--- src/rtl/mips_pkg.sv ---
// rtl/mips_pkg.sv - shared MIPS datapath widths, register-zero index and word/address types
package mips_pkg;

  localparam int REG_ADDR_W = 5;
  localparam int DATA_W     = 32;
  localparam int NUM_REGS   = 32;

  localparam logic [REG_ADDR_W-1:0] REG_ZERO = 5'd0;

  typedef logic [REG_ADDR_W-1:0] reg_addr_t;
  typedef logic [DATA_W-1:0]     word_t;

endpackage

--- src/rtl/reg_file_rd_port.sv ---
// rtl/reg_file_rd_port.sv - one combinational read port: array select, r0 force, optional
// write-through forwarding when REG_FILE_BYPASS_EN is defined
module reg_file_rd_port
  import mips_pkg::*;
#(
  parameter int DATA_W   = mips_pkg::DATA_W,
  parameter int NUM_REGS = mips_pkg::NUM_REGS,
  parameter int ADDR_W   = mips_pkg::REG_ADDR_W
) (
  input  logic [NUM_REGS*DATA_W-1:0] regs_flat,
  input  logic [ADDR_W-1:0]          raddr,
  input  logic                       rst_n,
  input  logic                       we,
  input  logic [ADDR_W-1:0]          waddr,
  input  logic [DATA_W-1:0]          wdata,
  output logic [DATA_W-1:0]          rdata
);

  logic [DATA_W-1:0] stored;
  logic              is_zero;
  logic              fwd;

  assign stored  = regs_flat[int'(raddr)*DATA_W +: DATA_W];
  assign is_zero = (raddr == ADDR_W'(REG_ZERO));

`ifdef REG_FILE_BYPASS_EN
  // Forwarding is inhibited during reset so reads never expose a dropped write.
  assign fwd = we && rst_n && (waddr != ADDR_W'(REG_ZERO)) && (raddr == waddr);
`else
  logic unused_bypass;
  assign unused_bypass = ^{rst_n, we, waddr, wdata};
  assign fwd = 1'b0;
`endif

  assign rdata = is_zero ? '0 : (fwd ? wdata : stored);

endmodule

--- src/rtl/reg_file.sv ---
// rtl/reg_file.sv - MIPS 32x32 register file, two async reads, one sync write, r0 hardwired;
// REG_FILE_BYPASS_EN enables same-cycle write-through forwarding
module reg_file
  import mips_pkg::*;
#(
  parameter int DATA_W   = mips_pkg::DATA_W,
  parameter int NUM_REGS = mips_pkg::NUM_REGS,
  parameter int ADDR_W   = mips_pkg::REG_ADDR_W
) (
  input  logic              clk,
  input  logic              rst_n,
  input  logic              we,
  input  logic [ADDR_W-1:0] waddr,
  input  logic [DATA_W-1:0] wdata,
  input  logic [ADDR_W-1:0] raddr1,
  input  logic [ADDR_W-1:0] raddr2,
  output logic [DATA_W-1:0] rdata1,
  output logic [DATA_W-1:0] rdata2
);

  logic [DATA_W-1:0]          mem_q [NUM_REGS];
  logic [DATA_W-1:0]          mem_d [NUM_REGS];
  logic [NUM_REGS-1:0]        wr_dec;
  logic [NUM_REGS*DATA_W-1:0] regs_flat;

  // Entry 0 is never decoded, so it stays at its cleared value.
  always_comb begin
    for (int i = 0; i < NUM_REGS; i++) begin
      wr_dec[i] = we && (i != 0) && (waddr == ADDR_W'(i));
      mem_d[i]  = wr_dec[i] ? wdata : mem_q[i];
    end
  end

  always_ff @(posedge clk) begin
    for (int i = 0; i < NUM_REGS; i++) begin
      if (!rst_n) begin
        mem_q[i] <= '0;
      end else begin
        mem_q[i] <= mem_d[i];
      end
    end
  end

  for (genvar g = 0; g < NUM_REGS; g++) begin : g_flat
    assign regs_flat[g*DATA_W +: DATA_W] = mem_q[g];
  end

  reg_file_rd_port #(.DATA_W(DATA_W), .NUM_REGS(NUM_REGS), .ADDR_W(ADDR_W)) u_rd1 (
    .regs_flat (regs_flat),
    .raddr     (raddr1),
    .rst_n     (rst_n),
    .we        (we),
    .waddr     (waddr),
    .wdata     (wdata),
    .rdata     (rdata1)
  );

  reg_file_rd_port #(.DATA_W(DATA_W), .NUM_REGS(NUM_REGS), .ADDR_W(ADDR_W)) u_rd2 (
    .regs_flat (regs_flat),
    .raddr     (raddr2),
    .rst_n     (rst_n),
    .we        (we),
    .waddr     (waddr),
    .wdata     (wdata),
    .rdata     (rdata2)
  );

endmodule

--- config.mk ---
export PLATFORM = sky130hd
export DESIGN_NAME = reg_file
export DESIGN_NICKNAME = d
export VERILOG_FILES = /design/src/rtl/mips_pkg.sv /design/src/rtl/reg_file_rd_port.sv /design/src/rtl/reg_file.sv
export SDC_FILE = /design/constraint.sdc
export NUM_CORES = 2
export LEC_CHECK = 0
export BUFFER_PORTS_ARGS = -buffer_cell sky130_fd_sc_hd__buf_2
export CAP_MARGIN = 0
export CORE_MARGIN = 5
export CORE_UTILIZATION = 54
export DETAILED_ROUTE_END_ITERATION = 6
export PLACE_DENSITY = 0.7
export SYNTH_ARGS = -nofsm -noshare
export SYNTH_HDL_FRONTEND = slang
export SYNTH_SLANG_ARGS = --single-unit
--- constraint.sdc ---
create_clock -name clk -period 3.1 [get_ports clk]
set_input_delay 0.62 -clock clk [delete_from_list [all_inputs] [get_ports clk]]
set_output_delay 0.62 -clock clk [all_outputs]
set_load 0.01 [all_outputs]
==> results.md <==
- Status: finished with violations
- Failing checks: setup timing
- Gate Count Post-Synth: a little over 6,000
- CP required: roughly 2.5 ns
- Layout Area Growth over Synthesis: 14.3%
- Gr busiest metal: met2
- PwrDens: 478 nW/µm²
- RSZ-0062 raised after global routing: yes
- CP max stage delay: 0.47 ns
- Total gr overflow: 0
- Yosys reg bits: 992
- CTS tree: built
- CTS Buf Count: 106
- Core footprint: between 90,000 and 100,000 µm²
- Max reg flops: about 1,000
- Relative slew slack: 0.498
- Die height: 325 µm
- Via count: 48,885
- Final Skew: 0 ns
- Final net count: 6,096
- Pleak: 21.6 nW
- Met3 Resource Use GR: 0.0761
- Critical Path AT: around 2.5 ns
- CP Cell Sequence: mux4_2 -> mux2i_1 -> buf_4 -> a2111oi_4 -> buf_4 -> a221o_1 -> buf_6
- Post-route worst setup slack: -0.0395 ns
- Seq/Total Area, Yosys: 0.371
- Synth Net Count: slightly above 6,000
- Vias per cell: between 6 and 7
- CP max-delay cell: mux4_2
- Final ANT Viol Nets: 0
- H-tree depth: 3
- Fillers: 8,237
- Final Hold Vio Count: 0
- Ys async rst share: 0
- Prevailing post-synth register cell: dfxtp_1
- Initial Utilization: 0.544
- Slew @ Worst Pin: 0.753 ns
- Vias in the first global route: around 47,000
- Hold crit path type: input port to flop
- FF-to-FF setup slack: 2.27 ns
- Met1 Track Usage GR: 0.462
- Final Critical Period: approximately 3.1 ns
- Slew Limit Fails: 0
- Most flops, register: mem_q
- GR Util met2: 0.551
- F_max: 319 MHz
- Routed length per instance: approximately 27 µm
- GPL Wtd Cong: about 0.95
- Layout cell share with drive strength beyond 1: 0.177
- Worst skew pair latency: 0.67 ns
- Area of the mapped netlist: between 50,000 and 60,000 µm²
- # DRC: 0
- Max cap viols: 0
- Clock sinks: approximately 990
- Largest fanout on the critical path: 3
- DRT Pass-1 Iters: 6
- Sum of negative setup slack: -0.149 ns
- Max IR drop VDD: 0.490 mV
- Biggest regs: mem_q: 992 flops
- Cells after DPL: 7,214
- Crit. End Element: output pin
- Largest net degree at the start of global routing: approximately 150
- CTS root buf: clkbuf_16
- First-pass GRT wire length: 297,000 µm
- Yosys warns: 0
- Kind of critical path: flop to output pin
- Final period utilization: 1.01
- # port buffers: approximately 110
- I/O pin count: 114
- Overall routed net length: ~200,000 µm
- Die X: 325 µm
- Clock-pin slew on the worst setup and hold paths: approximately 0.070 ns
- Final Non-Filler Cells: 7,430
- Post-synth EDFFs: 0
- Max Root-Sink Buffers: 3
- Hold-fix buffers, CTS: 0
- HPWL after detailed placement: 123,000 µm
- Mean post-synth cell area: 8.75 µm²
- Rows: 115
- Final setup fails: 7
- Critical Path Most Common Cell: buf_4
- 1st-iter DRT viols: 6,429
- Antenna violations before repair: 14
- Storage element area: 19,900 µm²
- Netlist cell types: 59
- Startpoint types: flop
- Multi-input gate area: around 31,000 µm²
- GR Util All Layers: 0.363
- Full die area: 105,000 µm²
[cell usage in the layout, fill, tap and decap left out, types with 7 or more instances in the layout]
master        n
a2111o_1     28
a211oi_1     19
a211oi_2     11
a21boi_0    720
a21boi_1    272
a21oi_1       9
a221o_1      35
a221oi_1     29
a221oi_2      8
a22oi_1     140
a2bb2oi_1    54
and2_2        7
buf_12      116
buf_2       104
buf_4       217
buf_6         8
bufinv_16     7
clkbuf_1     31
clkbuf_16   112
clkbuf_8     24
clkinv_2     19
dfxtp_1     988
diode_2      11
mux2_2      130
mux2i_1     419
mux4_1        8
mux4_2      199
nand2_1    2027
nand2_2      12
nand3_1     118
nand3_2      19
nor2_4       22
o2111ai_1    13
o211ai_1      7
o22ai_1      87
[synth_stat cells (6+ instances only)]
master	n	area share
dfxtp_1	992	0.37
nand2_1	2039	0.14
mux4_1	11	0.0054
a21oi_1	9	0.00084
a21boi_1	272	0.038
a221oi_1	38	0.0062
nor2b_1	11	0.0013
nor2_1	23	0.0016
a22oi_1	140	0.020
nand3_1	137	0.013
mux4_2	196	0.083
a221o_1	35	0.0066
a211oi_1	32	0.0045
buf_4	67	0.0094
mux2_2	130	0.027
o211ai_1	7	0.00098
buf_6	18	0.0038
mux2i_1	427	0.080
clkbuf_1	392	0.028
a2111o_1	28	0.0059
o2111ai_1	13	0.0021
buf_2	146	0.014
a2bb2oi_1	54	0.0088
o22ai_1	96	0.011
nor3_2	6	0.0011
a22o_1	6	0.00098
a21boi_0	720	0.10
[cells by family after synthesis]
logic type	share of synthesized area
buffers and inverters	0.0577
multiplexers	0.195
flip-flops	0.371
AO/OA/AOI/OAI	0.208
AND/OR/NAND/NOR	0.167
[metrics by stage]
| stage | instance area [µm²] | utilization | setup slack (ns) | hold slack [ns] | total power, mW |
|---|---|---|---|---|---|
| final | 61100 | 0.622 | -0.0395 | 0.395 | 29.2 |
| after global routing | 61100 | 0.622 | -0.0611 | 0.421 | 29.9 |
| after CTS | 60700 | 0.617 | -0.0957 | 0.381 | 29.1 |
| after detailed placement | 56900 | 0.579 | -0.323 | 0.460 | 16.3 |
| after global placement | 56900 | 0.579 | -0.388 | 0.452 | 16.3 |
| after floorplan | 53500 | - | 0.544 | 0.440 | 15.0 |
[report_power, final]
part           leakage (nW)  switching (mW)  total (mW)  internal (mW)
Sequential             8.00          0.0738        12.9           12.8
Combinational          11.9            2.04        3.32           1.28
Clock                  1.74            5.42        13.0           7.58
[layout make-up]
type	count	area share
Tap cell	1287	0.0263
Clock inverter	30	0.00553
Timing Repair Buffer	461	0.0802
Sequential cell	992	0.325
Inverter	1	0.0000614
Clock buffer	164	0.0519
Antenna cell	11	0.000450
Multi-Input combinational cell	4484	0.511
[final timing paths]
path | from | endpoint | cells past startpoint
max | mem_q[0][376] | rdata1[24] | 7
min | rst_n | mem_q[0][459] | 2
max reg2reg | mem_q[1][239] | mem_q[1][239] | 2
min reg2reg | mem_q[0][504] | mem_q[0][504] | 2
[layer usage]
layer | vias up | routed length (µm)
met4 | 2 | 16800
li1 | 21257 | -
met2 | 3233 | 87600
met1 | 23524 | 75000
met3 | 869 | 22300
met5 | - | 8
[worst max-delay path: cells and delay by family (launching register included)]
kind                   cells  cell delay [ns]
multiplexers               2             0.62
buffers and inverters      3             0.48
AO/OA/AOI/OAI              2             0.43
flip-flops                 1             0.31
[repair_timing]
item | CTS | global route
pin swaps | 6 | 10
cloned | 1 | 3
gates resized for setup | 45 | 56
setup endpoints to repair | 28 | 33
hold endpoints to repair | 0 | 0
setup buffers | 4 | 5
No activity file was read; power rests on OpenSTA's default activity.
